## src/rtl/alsu_cmd_seq_if.sv

```systemverilog
// Command and response channels between a command producer and alsu_cmd_seq.
// master drives commands and consumes responses; slave is the sequencer side.
interface alsu_cmd_seq_if #(
  parameter int CNT_W = 4
) ();
  logic              cmd_valid;
  logic              cmd_ready;
  logic [2:0]        cmd_opcode;
  logic signed [2:0] cmd_A;
  logic signed [2:0] cmd_B;
  logic              cmd_cin;
  logic              cmd_serial_in;
  logic              cmd_direction;
  logic              cmd_red_op_A;
  logic              cmd_red_op_B;
  logic              cmd_bypass_A;
  logic              cmd_bypass_B;
  logic [CNT_W-1:0]  cmd_repeat;

  logic              rsp_valid;
  logic              rsp_ready;
  logic [5:0]        rsp_out;
  logic              rsp_invalid;

  modport master (
    output cmd_valid, cmd_opcode, cmd_A, cmd_B, cmd_cin, cmd_serial_in,
           cmd_direction, cmd_red_op_A, cmd_red_op_B, cmd_bypass_A,
           cmd_bypass_B, cmd_repeat, rsp_ready,
    input  cmd_ready, rsp_valid, rsp_out, rsp_invalid
  );

  modport slave (
    input  cmd_valid, cmd_opcode, cmd_A, cmd_B, cmd_cin, cmd_serial_in,
           cmd_direction, cmd_red_op_A, cmd_red_op_B, cmd_bypass_A,
           cmd_bypass_B, cmd_repeat, rsp_ready,
    output cmd_ready, rsp_valid, rsp_out, rsp_invalid
  );
endinterface

```

## src/rtl/alsu_cmd_seq.sv

```systemverilog
// Buffers ALSU commands in a FIFO, drives each onto the ALSU bus for a
// programmable hold time, then samples the ALSU result and returns it.
module alsu_cmd_seq #(
  parameter int FIFO_DEPTH = 4,
  parameter int CNT_W      = 4
) (
  input  logic              clk,
  input  logic              rst,
  alsu_cmd_seq_if.slave     bus,
  output logic signed [2:0] A,
  output logic signed [2:0] B,
  output logic [2:0]        opcode,
  output logic              cin,
  output logic              serial_in,
  output logic              direction,
  output logic              red_op_A,
  output logic              red_op_B,
  output logic              bypass_A,
  output logic              bypass_B,
  input  logic [5:0]        alsu_out,
  output logic              busy
);
  localparam int PTR_W = $clog2(FIFO_DEPTH);

  typedef struct packed {
    logic [2:0] opcode;
    logic [2:0] a;
    logic [2:0] b;
    logic       cin;
    logic       serial_in;
    logic       direction;
    logic       red_op_a;
    logic       red_op_b;
    logic       bypass_a;
    logic       bypass_b;
  } alsu_vec_t;

  typedef struct packed {
    alsu_vec_t        vec;
    logic [CNT_W-1:0] rep;
  } cmd_t;

  typedef enum logic [1:0] {IDLE, DRIVE, DRAIN, RESP} state_t;

  state_t           state_q, state_d;
  cmd_t             mem [FIFO_DEPTH];
  cmd_t             in_cmd, head;
  logic [PTR_W:0]   wr_ptr, rd_ptr;
  logic             full, empty, push, pop;
  alsu_vec_t        drive_q;
  logic [CNT_W-1:0] hold_q;
  logic             drain_q;
  logic             inv_pend;
  logic [5:0]       rsp_out_q;
  logic             rsp_inv_q;

  always_comb begin
    in_cmd               = '0;
    in_cmd.vec.opcode    = bus.cmd_opcode;
    in_cmd.vec.a         = bus.cmd_A;
    in_cmd.vec.b         = bus.cmd_B;
    in_cmd.vec.cin       = bus.cmd_cin;
    in_cmd.vec.serial_in = bus.cmd_serial_in;
    in_cmd.vec.direction = bus.cmd_direction;
    in_cmd.vec.red_op_a  = bus.cmd_red_op_A;
    in_cmd.vec.red_op_b  = bus.cmd_red_op_B;
    in_cmd.vec.bypass_a  = bus.cmd_bypass_A;
    in_cmd.vec.bypass_b  = bus.cmd_bypass_B;
    in_cmd.rep           = bus.cmd_repeat;
  end

  // Extra pointer bit distinguishes full from empty when indices match.
  assign empty = (wr_ptr == rd_ptr);
  assign full  = (wr_ptr[PTR_W] != rd_ptr[PTR_W]) &&
                 (wr_ptr[PTR_W-1:0] == rd_ptr[PTR_W-1:0]);
  assign push  = bus.cmd_valid && !full;
  assign pop   = (state_q == IDLE) && !empty;
  assign head  = mem[rd_ptr[PTR_W-1:0]];

  always_ff @(posedge clk) begin
    if (push) mem[wr_ptr[PTR_W-1:0]] <= in_cmd;
  end

  always_ff @(posedge clk or negedge rst) begin
    if (!rst) begin
      wr_ptr <= '0;
      rd_ptr <= '0;
    end else begin
      if (push) wr_ptr <= wr_ptr + (PTR_W+1)'(1);
      if (pop)  rd_ptr <= rd_ptr + (PTR_W+1)'(1);
    end
  end

  always_ff @(posedge clk or negedge rst) begin
    if (!rst) state_q <= IDLE;
    else      state_q <= state_d;
  end

  always_comb begin
    state_d = state_q;
    case (state_q)
      IDLE:  if (!empty) state_d = DRIVE;
      DRIVE: if (hold_q == CNT_W'(1)) state_d = DRAIN;
      DRAIN: if (drain_q) state_d = RESP;
      RESP:  if (bus.rsp_ready) state_d = IDLE;
      default: state_d = IDLE;
    endcase
  end

  always_ff @(posedge clk or negedge rst) begin
    if (!rst) begin
      drive_q   <= '0;
      hold_q    <= '0;
      drain_q   <= 1'b0;
      inv_pend  <= 1'b0;
      rsp_out_q <= '0;
      rsp_inv_q <= 1'b0;
    end else begin
      case (state_q)
        IDLE: if (!empty) begin
          drive_q  <= head.vec;
          hold_q   <= (head.rep == '0) ? CNT_W'(1) : head.rep;
          drain_q  <= 1'b0;
          inv_pend <= ((head.vec.red_op_a | head.vec.red_op_b) &
                       (head.vec.opcode[1] | head.vec.opcode[2])) |
                      (head.vec.opcode[1] & head.vec.opcode[2]);
        end
        DRIVE: begin
          hold_q <= hold_q - CNT_W'(1);
          if (hold_q == CNT_W'(1)) drive_q <= '0;
        end
        // ALSU registers its inputs, then its output: result valid 2 edges later.
        DRAIN: begin
          drain_q <= 1'b1;
          if (drain_q) begin
            rsp_out_q <= alsu_out;
            rsp_inv_q <= inv_pend;
          end
        end
        default: ;
      endcase
    end
  end

  assign A         = drive_q.a;
  assign B         = drive_q.b;
  assign opcode    = drive_q.opcode;
  assign cin       = drive_q.cin;
  assign serial_in = drive_q.serial_in;
  assign direction = drive_q.direction;
  assign red_op_A  = drive_q.red_op_a;
  assign red_op_B  = drive_q.red_op_b;
  assign bypass_A  = drive_q.bypass_a;
  assign bypass_B  = drive_q.bypass_b;

  assign bus.cmd_ready   = !full;
  assign bus.rsp_valid   = (state_q == RESP);
  assign bus.rsp_out     = rsp_out_q;
  assign bus.rsp_invalid = rsp_inv_q;
  assign busy            = (state_q != IDLE) || !empty;
endmodule

```

## src/flat_wrapper.sv

```systemverilog
// flat-port wrapper written by rule: the top's interface ports become plain ports
module alsu_cmd_seq_flat 
#(
  parameter int FIFO_DEPTH = 4,
  parameter int CNT_W      = 4
)
  (clk, rst, A, B, opcode, cin, serial_in, direction, red_op_A, red_op_B, bypass_A, bypass_B, alsu_out, busy, bus_cmd_valid, bus_cmd_opcode, bus_cmd_A, bus_cmd_B, bus_cmd_cin, bus_cmd_serial_in, bus_cmd_direction, bus_cmd_red_op_A, bus_cmd_red_op_B, bus_cmd_bypass_A, bus_cmd_bypass_B, bus_cmd_repeat, bus_rsp_ready, bus_cmd_ready, bus_rsp_valid, bus_rsp_out, bus_rsp_invalid);
  alsu_cmd_seq_if #(.CNT_W(CNT_W)) bus_i ();
  input  logic clk;
  input  logic rst;
  output logic signed [2:0] A;
  output logic signed [2:0] B;
  output logic [2:0] opcode;
  output logic cin;
  output logic serial_in;
  output logic direction;
  output logic red_op_A;
  output logic red_op_B;
  output logic bypass_A;
  output logic bypass_B;
  input  logic [5:0] alsu_out;
  output logic busy;
  input wire logic [$bits(bus_i.cmd_valid)-1:0] bus_cmd_valid;
  input wire logic [$bits(bus_i.cmd_opcode)-1:0] bus_cmd_opcode;
  input wire logic [$bits(bus_i.cmd_A)-1:0] bus_cmd_A;
  input wire logic [$bits(bus_i.cmd_B)-1:0] bus_cmd_B;
  input wire logic [$bits(bus_i.cmd_cin)-1:0] bus_cmd_cin;
  input wire logic [$bits(bus_i.cmd_serial_in)-1:0] bus_cmd_serial_in;
  input wire logic [$bits(bus_i.cmd_direction)-1:0] bus_cmd_direction;
  input wire logic [$bits(bus_i.cmd_red_op_A)-1:0] bus_cmd_red_op_A;
  input wire logic [$bits(bus_i.cmd_red_op_B)-1:0] bus_cmd_red_op_B;
  input wire logic [$bits(bus_i.cmd_bypass_A)-1:0] bus_cmd_bypass_A;
  input wire logic [$bits(bus_i.cmd_bypass_B)-1:0] bus_cmd_bypass_B;
  input wire logic [$bits(bus_i.cmd_repeat)-1:0] bus_cmd_repeat;
  input wire logic [$bits(bus_i.rsp_ready)-1:0] bus_rsp_ready;
  output wire logic [$bits(bus_i.cmd_ready)-1:0] bus_cmd_ready;
  output wire logic [$bits(bus_i.rsp_valid)-1:0] bus_rsp_valid;
  output wire logic [$bits(bus_i.rsp_out)-1:0] bus_rsp_out;
  output wire logic [$bits(bus_i.rsp_invalid)-1:0] bus_rsp_invalid;
  assign bus_i.cmd_valid = bus_cmd_valid;
  assign bus_i.cmd_opcode = bus_cmd_opcode;
  assign bus_i.cmd_A = bus_cmd_A;
  assign bus_i.cmd_B = bus_cmd_B;
  assign bus_i.cmd_cin = bus_cmd_cin;
  assign bus_i.cmd_serial_in = bus_cmd_serial_in;
  assign bus_i.cmd_direction = bus_cmd_direction;
  assign bus_i.cmd_red_op_A = bus_cmd_red_op_A;
  assign bus_i.cmd_red_op_B = bus_cmd_red_op_B;
  assign bus_i.cmd_bypass_A = bus_cmd_bypass_A;
  assign bus_i.cmd_bypass_B = bus_cmd_bypass_B;
  assign bus_i.cmd_repeat = bus_cmd_repeat;
  assign bus_i.rsp_ready = bus_rsp_ready;
  assign bus_cmd_ready = bus_i.cmd_ready;
  assign bus_rsp_valid = bus_i.rsp_valid;
  assign bus_rsp_out = bus_i.rsp_out;
  assign bus_rsp_invalid = bus_i.rsp_invalid;
  alsu_cmd_seq #(.FIFO_DEPTH(FIFO_DEPTH), .CNT_W(CNT_W)) u_core (.clk(clk), .rst(rst), .bus(bus_i), .A(A), .B(B), .opcode(opcode), .cin(cin), .serial_in(serial_in), .direction(direction), .red_op_A(red_op_A), .red_op_B(red_op_B), .bypass_A(bypass_A), .bypass_B(bypass_B), .alsu_out(alsu_out), .busy(busy));
endmodule
```

## config.mk

```make
export PLATFORM = sky130hd
export DESIGN_NAME = alsu_cmd_seq_flat
export DESIGN_NICKNAME = d
export VERILOG_FILES = /design/src/rtl/alsu_cmd_seq_if.sv /design/src/rtl/alsu_cmd_seq.sv /design/src/flat_wrapper.sv
export SDC_FILE = /design/constraint.sdc
export NUM_CORES = 1
export LEC_CHECK = 0
export CORE_UTILIZATION = 65
export CTS_CLUSTER_SIZE = 10
export DETAILED_ROUTE_END_ITERATION = 7
export DONT_BUFFER_PORTS = 1
export PLACE_DENSITY = 0.91
export SYNTH_ARGS = -nofsm -noshare
export SYNTH_HDL_FRONTEND = slang
export SYNTH_SLANG_ARGS = --single-unit
```

## constraint.sdc

```tcl
create_clock -name clk -period 5.1 [get_ports clk]
set_input_delay 1.275 -clock clk [delete_from_list [all_inputs] [get_ports clk]]
set_output_delay 1.275 -clock clk [all_outputs]
set_load 0.03 [all_outputs]
```

==> impl_metrics.toml, run 1 <==
[global_route]
grt_usage_pct = 25.7
grt_pass1_wl_um = 13300
overflow = 0
grt_pass1_vias = 2500
antenna_found_initial = 0
grt_max_degree = 38

[timing]
setup_viol = 0
finalMaxSlewViolations = 0
rsz0062_at_grt = "no"
worst_pin_slew_ns = 1.11
finalCritPeriodShare_pct = 66.4
hold_viol = 0
fin_hold_ws_ns = 0.443
maxSlewHeadroom_pct = 25.8
max_freq_ghz = 0.295
tns_ns = 0
clock-skew-final_ns = 0.00635
min_period_ns = 3.39
fin_ws_ns = 1.71

[placed_design]
placed_area_sq_um = 4810
dp_cells = 342
globalplace.congestion = 0.728
place_hpwl_um = 5090
port_buffers = 0
pre_cts_slack_ns = 2.23

[cells_and_area]
drive_above_1_share_pct = 28.8
finalNonFillerCells = 374
nNetsFinal = 306
final_cell_area_sq_um = 5390
antenna_cells = 0
syn_to_final_growth_pct = 12.9
post-route-util_pct = 77.7

[floorplan]
die_y_um = 87.7
start_util_pct = 68.8
design.core.area_sq_um = 6940
die-area_sq_um = 7700
num_rows = 30
die_width_um = 87.7
pin_count = 56

[logic_synthesis]
synth_area_per_cell_sq_um = 18.8
synthArstFlopShare_pct = 31.6
yosys.cell_types.count = 42
synth_edf_count = 80
ys_ff_latch = 117
synth-main-ff-cell = "edfxtp_1"
synth_area_sq_um = 4780
synthCells = 254
synthesis.nets = 295
yosys_warnings = 0
seq_area_frac_synth_pct = 69.7

[setup_path]
regToRegEndpoint = "u_core.mem[1][16]"
end_kind = "output port"
crit_start = "u_core.rd_ptr[0]"
arrival_ns = 2.11
path_class = "reg -> out"
cp-endpoint = "busy"
rrSetupSlack_ns = 2.42
critPathRequiredTime_ns = 3.83
r2r_start = "u_core.rd_ptr[0]"
cp-start-kind = "flop"
reg2regPathDepth = 4
path_max_fanout = 24

[detailed_routing]
detail_route.iter0.violations = 147
drt_wl_total_um = 8670
drt-wirelength-per-cell_um = 23.2
via_per_inst = 6.13
via_count = 2293
drc = 0
ant_nets = 0
drt-pass1-iter-count = 4

[outcome]
status = "finished, final reports clean"

[power_and_ir_drop]
p_sw_mw = 1.47
total_power_mw = 4.06
combPwrFrac_pct = 29.8
power_frac_seq_pct = 41.9
clockPowerShare_pct = 28.3
p_leak_nw = 1.98
p_sw_share_pct = 36.2
internal_power_mw = 2.59
power_density_nw_per_um2 = 754
vdd_drop_max_mv = 0.529

[clock_tree]
cts_setup_buffers = 0
clk_pin_slew_ns = 0.06
cts_buffers = 17
clock_path_buffers = 2
cts_resized = 0
cts_tree = "yes"
htree_levels = 4
cts_root_buffer = "clkbuf_8"
cts_hold_buf = 0
clkLatencyLatePin_ns = 0.52
cts_sinks = 117

[hold_path]
hold_class = "in -> async"

[run]
maxCapViolations = 0
==> worst min-delay path by stage <==
stage	slack (ns)	from	depth (start not counted)	endpoint
CTS	0.43	rst	0	u_core.hold_q[3]
floorplan	0.48	u_core.inv_pend	1	u_core.bus.rsp_invalid
global placement	0.50	u_core.inv_pend	1	u_core.bus.rsp_invalid
global route	0.43	rst	0	u_core.A[0]
finish	0.44	rst	0	u_core.hold_q[2]
detailed placement	0.52	u_core.inv_pend	1	u_core.bus.rsp_invalid
==> cell usage in the layout (no fill, tap or decap), types with 2 or more instances in the layout <==
master	Yosys	routed
mux2_2	10	10
a22o_2	5	5
a221oi_1	2	2
inv_6	0	5
mux4_2	20	20
edfxtp_1	80	80
nor3_1	2	2
clkinv_4	0	4
buf_4	2	2
o21ai_0	4	4
inv_1	11	11
clkbuf_16	0	16
bufinv_16	0	2
clkinvlp_4	0	2
nand2_1	11	11
xor2_2	2	2
dfrtp_1	37	37
and2_1	4	4
xnor2_1	6	6
ha_1	11	11
a22o_1	11	11
or2_2	3	3
nand3_1	3	3
nor2_1	3	3
==> final cells by class <==
cell class | count | area, sq um
Clock inverter | 15 | 170
Fill cell | 369 | 1550
Timing Repair Buffer | 2 | 15.0
Sequential cell | 117 | 3330
Tap cell | 96 | 120
Clock buffer | 17 | 414
Multi-Input combinational cell | 116 | 1300
Inverter | 11 | 41.3
==> routing by layer <==
metal / GRT usage (%) / up-vias / wire length, um
met5: 0 / - / 0
met4: 14.5 / 0 / 181
met3: 7.63 / 17 / 477
met2: 42.8 / 70 / 4600
met1: 29.9 / 1193 / 3410
li1: - / 1013 / -
==> cells in the mapped netlist (all sizes together), types with 3 or more instances <==
cell type   n  area [sq um]
a22o       16           146
o21ai       4          20.0
mux4       20           450
xnor2       6          52.6
xor2        4          68.8
nand2      12          52.6
mux2       10           113
dfrtp      37           926
and2        4          25.0
ha         11           138
buf         9          96.3
nand3       3          15.0
edfxtp     80          2400
nor2        4          22.5
or2         3          18.8
inv        11          41.3
==> power by group through the flow <==
stage	sequential, mW	clock (mW)	combinational [mW]
finish	1.70	1.15	1.21
global route	1.73	1.20	1.31
CTS	1.71	1.16	1.23
detailed placement	1.71	0	1.21
global placement	1.69	0	1.17
floorplan	1.65	0	1.07
==> critical path, cell delays in order (launching register included) <==
cell,delay (ns)
dfrtp_1,0.34
buf_4,0.42
xor2_2,0.20
nor3_1,0.34
nand2_1,0.29
==> cells by family after synthesis <==
kind of cell               count (synthesis)  share of synthesized area (%)
buffers and inverters                     21                           3.04
DFF                                      117                           69.7
and+or+nand+nor                           30                           3.33
xor gates and xnor gates                  10                           2.54
muxes                                     31                           12.0
AOI/OAI and AO/OA                         34                           6.55
adders and majority gates                 11                           2.88
==> flip-flops by register name, summed over array words and instances (netlist names), 2 cells and up <==
name	count
u_core.mem	80
u_core.opcode	3
u_core.rd_ptr	3
u_core.bus.rsp_out	6
u_core.state_q	2
u_core.wr_ptr	3
u_core.hold_q	4
u_core.A	3
u_core.B	3
Power figures use the tool's default switching activity.
==> run 2, diff against run 1 <==
Settings changed: CORE_UTILIZATION 65 to 56, PLACE_DENSITY 0.91 to 0.84.
Clock period 5.1 ns to 3.1 ns, I/O delays scaled along.
==> run 2 against run 1 <==
Net effect:
- utilization is 11 points lower
- clock skew rose by 0.0045 ns
- critical endpoint unchanged
- critical path type unchanged
- routed wire length shrank 4.1%
- flip-flop and latch count unchanged
==> impl_metrics.toml, run 2 (synthesis gave the netlist of run 1 again) <==
[detailed_routing]
drt-pass1-iter-count = 6
via_count = 2329
via_per_inst = 5.96
drc = 0
ant_nets = 0
detail_route.iter0.violations = 223
drt_wl_total_um = 8310
drt-wirelength-per-cell_um = 21.3

[clock_tree]
clkLatencyLatePin_ns = 0.51
htree_levels = 4
cts_setup_buffers = 0
cts_sinks = 117
clk_pin_slew_ns = 0.06
cts_buffers = 17
cts_tree = "yes"
cts_root_buffer = "clkbuf_8"
clock_path_buffers = 2
cts_resized = 0

[timing]
fin_ws_ns = 0.476
rsz0062_at_grt = "no"
worst_pin_slew_ns = 0.505
maxSlewHeadroom_pct = 66.2
min_period_ns = 2.62
setup_viol = 0
finalCritPeriodShare_pct = 84.7
finalMaxSlewViolations = 0
max_freq_ghz = 0.381
hold_viol = 0
clock-skew-final_ns = 0.0108
tns_ns = 0

[floorplan]
pin_count = 56
die_width_um = 94.4
die_y_um = 94.4
start_util_pct = 58.1
die-area_sq_um = 8900
num_rows = 33
design.core.area_sq_um = 8220

[setup_path]
slowest_delay_ns = 0.48
cp-start-kind = "flop"
end_kind = "output port"
critPathSlowestCell = "dfrtp_1"
crit_chain = "xor2_4, nor3_1, nand2_1, buf_4"
critPathRequiredTime_ns = 2.32
path_max_fanout = 5
arrival_ns = 1.85
path_class = "reg -> out"

[global_route]
grt_max_degree = 38
grt_pass1_vias = 2508
grt_pass1_wl_um = 13100
grt_usage_pct = 21.4
overflow = 0
antenna_found_initial = 0

[cells_and_area]
nNetsFinal = 314
final_common_cell = "edfxtp_1"
syn_to_final_growth_pct = 14.7
fillers = 535
drive_above_1_share_pct = 29.7
largest_reg_flops = 80
layout_common_cells = "edfxtp_1, dfrtp_1, mux4_2, clkbuf_16"
antenna_cells = 0

[placed_design]
pre_cts_slack_ns = 0.926
place_hpwl_um = 4930
port_buffers = 0
globalplace.congestion = 0.741

[power_and_ir_drop]
vdd_drop_max_mv = 0.541
power_density_nw_per_um2 = 1230
p_leak_nw = 2.03

[run]
maxCapViolations = 0

[hold_path]
hold_class = "in -> async"

[outcome]
status = "finished, final reports clean"
[run 2: cell types whose count changed in the layout (fill, tap and decap cells not counted), sizes merged]
cell	before	now
clkinv	5	6
clkbuf	17	20
bufinv	2	3
buf	2	10
inv	17	12
[run 2: final cells by class]
type | count | area, sq um | share of cell area (%)
sequential | 117 | 3330 | 60.7
clock buffer | 20 | 435 | 7.94
timing repair buffer | 10 | 87.6 | 1.60
tap | 105 | 131 | 2.40
multi-input combinational | 116 | 1300 | 23.8
inverter | 11 | 41.3 | 0.753
clock inverter | 12 | 154 | 2.81
[run 2: worst max-delay path: cells and delay by family, from the launching register on]
family | cells | cell delay, ns
DFF | 1 | 0.48
buffers and inverters | 1 | 0.18
xor gates and xnor gates | 1 | 0.21
and+or+nand+nor | 2 | 0.47
[run 2: repair_timing]
| action | CTS | global route |
|---|---|---|
| setup endpoints to repair | 0 | 0 |
| endpoints found under the hold margin | 37 | 0 |
| hold buffers | 1 | 0 |
[run 2: worst paths after layout]
check	to	slack, ns	startpoint	depth (start not counted)
max reg2reg	u_core.hold_q[2]	0.96	u_core.state_q[0]	6
min reg2reg	u_core.bus.rsp_invalid	0.52	u_core.inv_pend	1
min	u_core.B[2]	0.11	rst	1
max	busy	0.48	u_core.wr_ptr[1]	4
min in group clk	u_core.mem[1][2]	0.36	bus_cmd_repeat[2]	0
max in group asynchronous	u_core.wr_ptr[2]	2.79	rst	1
[run 2: per-stage QoR]
stage / util [%] / total power, mW / instances / hold WS [ns] / instance area [sq um]
after floorplan: - / 4.48 / 254 / 0.479 / 4780
after global placement: 59.3 / 4.75 / 358 / 0.480 / 4870
after detailed placement: 59.3 / 4.83 / 358 / 0.481 / 4870
after CTS: 66.7 / 6.81 / 391 / 0.102 / 5480
after global routing: 66.7 / 7.08 / 391 / 0.111 / 5480
final: 66.7 / 6.74 / 391 / 0.111 / 5480
[run 2: report_power, final]
part	internal [mW]	switching, mW
clock network	1.24	0.679
logic	0.939	1.09
registers	2.20	0.582
total	4.38	2.36
[run 2: routing by layer]
layer	routed length [um]	vias to the layer above	GRT usage, %
met5	0	-	0
met4	207	0	11.7
met3	610	18	7.17
met2	4250	96	34.2
met1	3240	1180	25.8
li1	-	1035	-
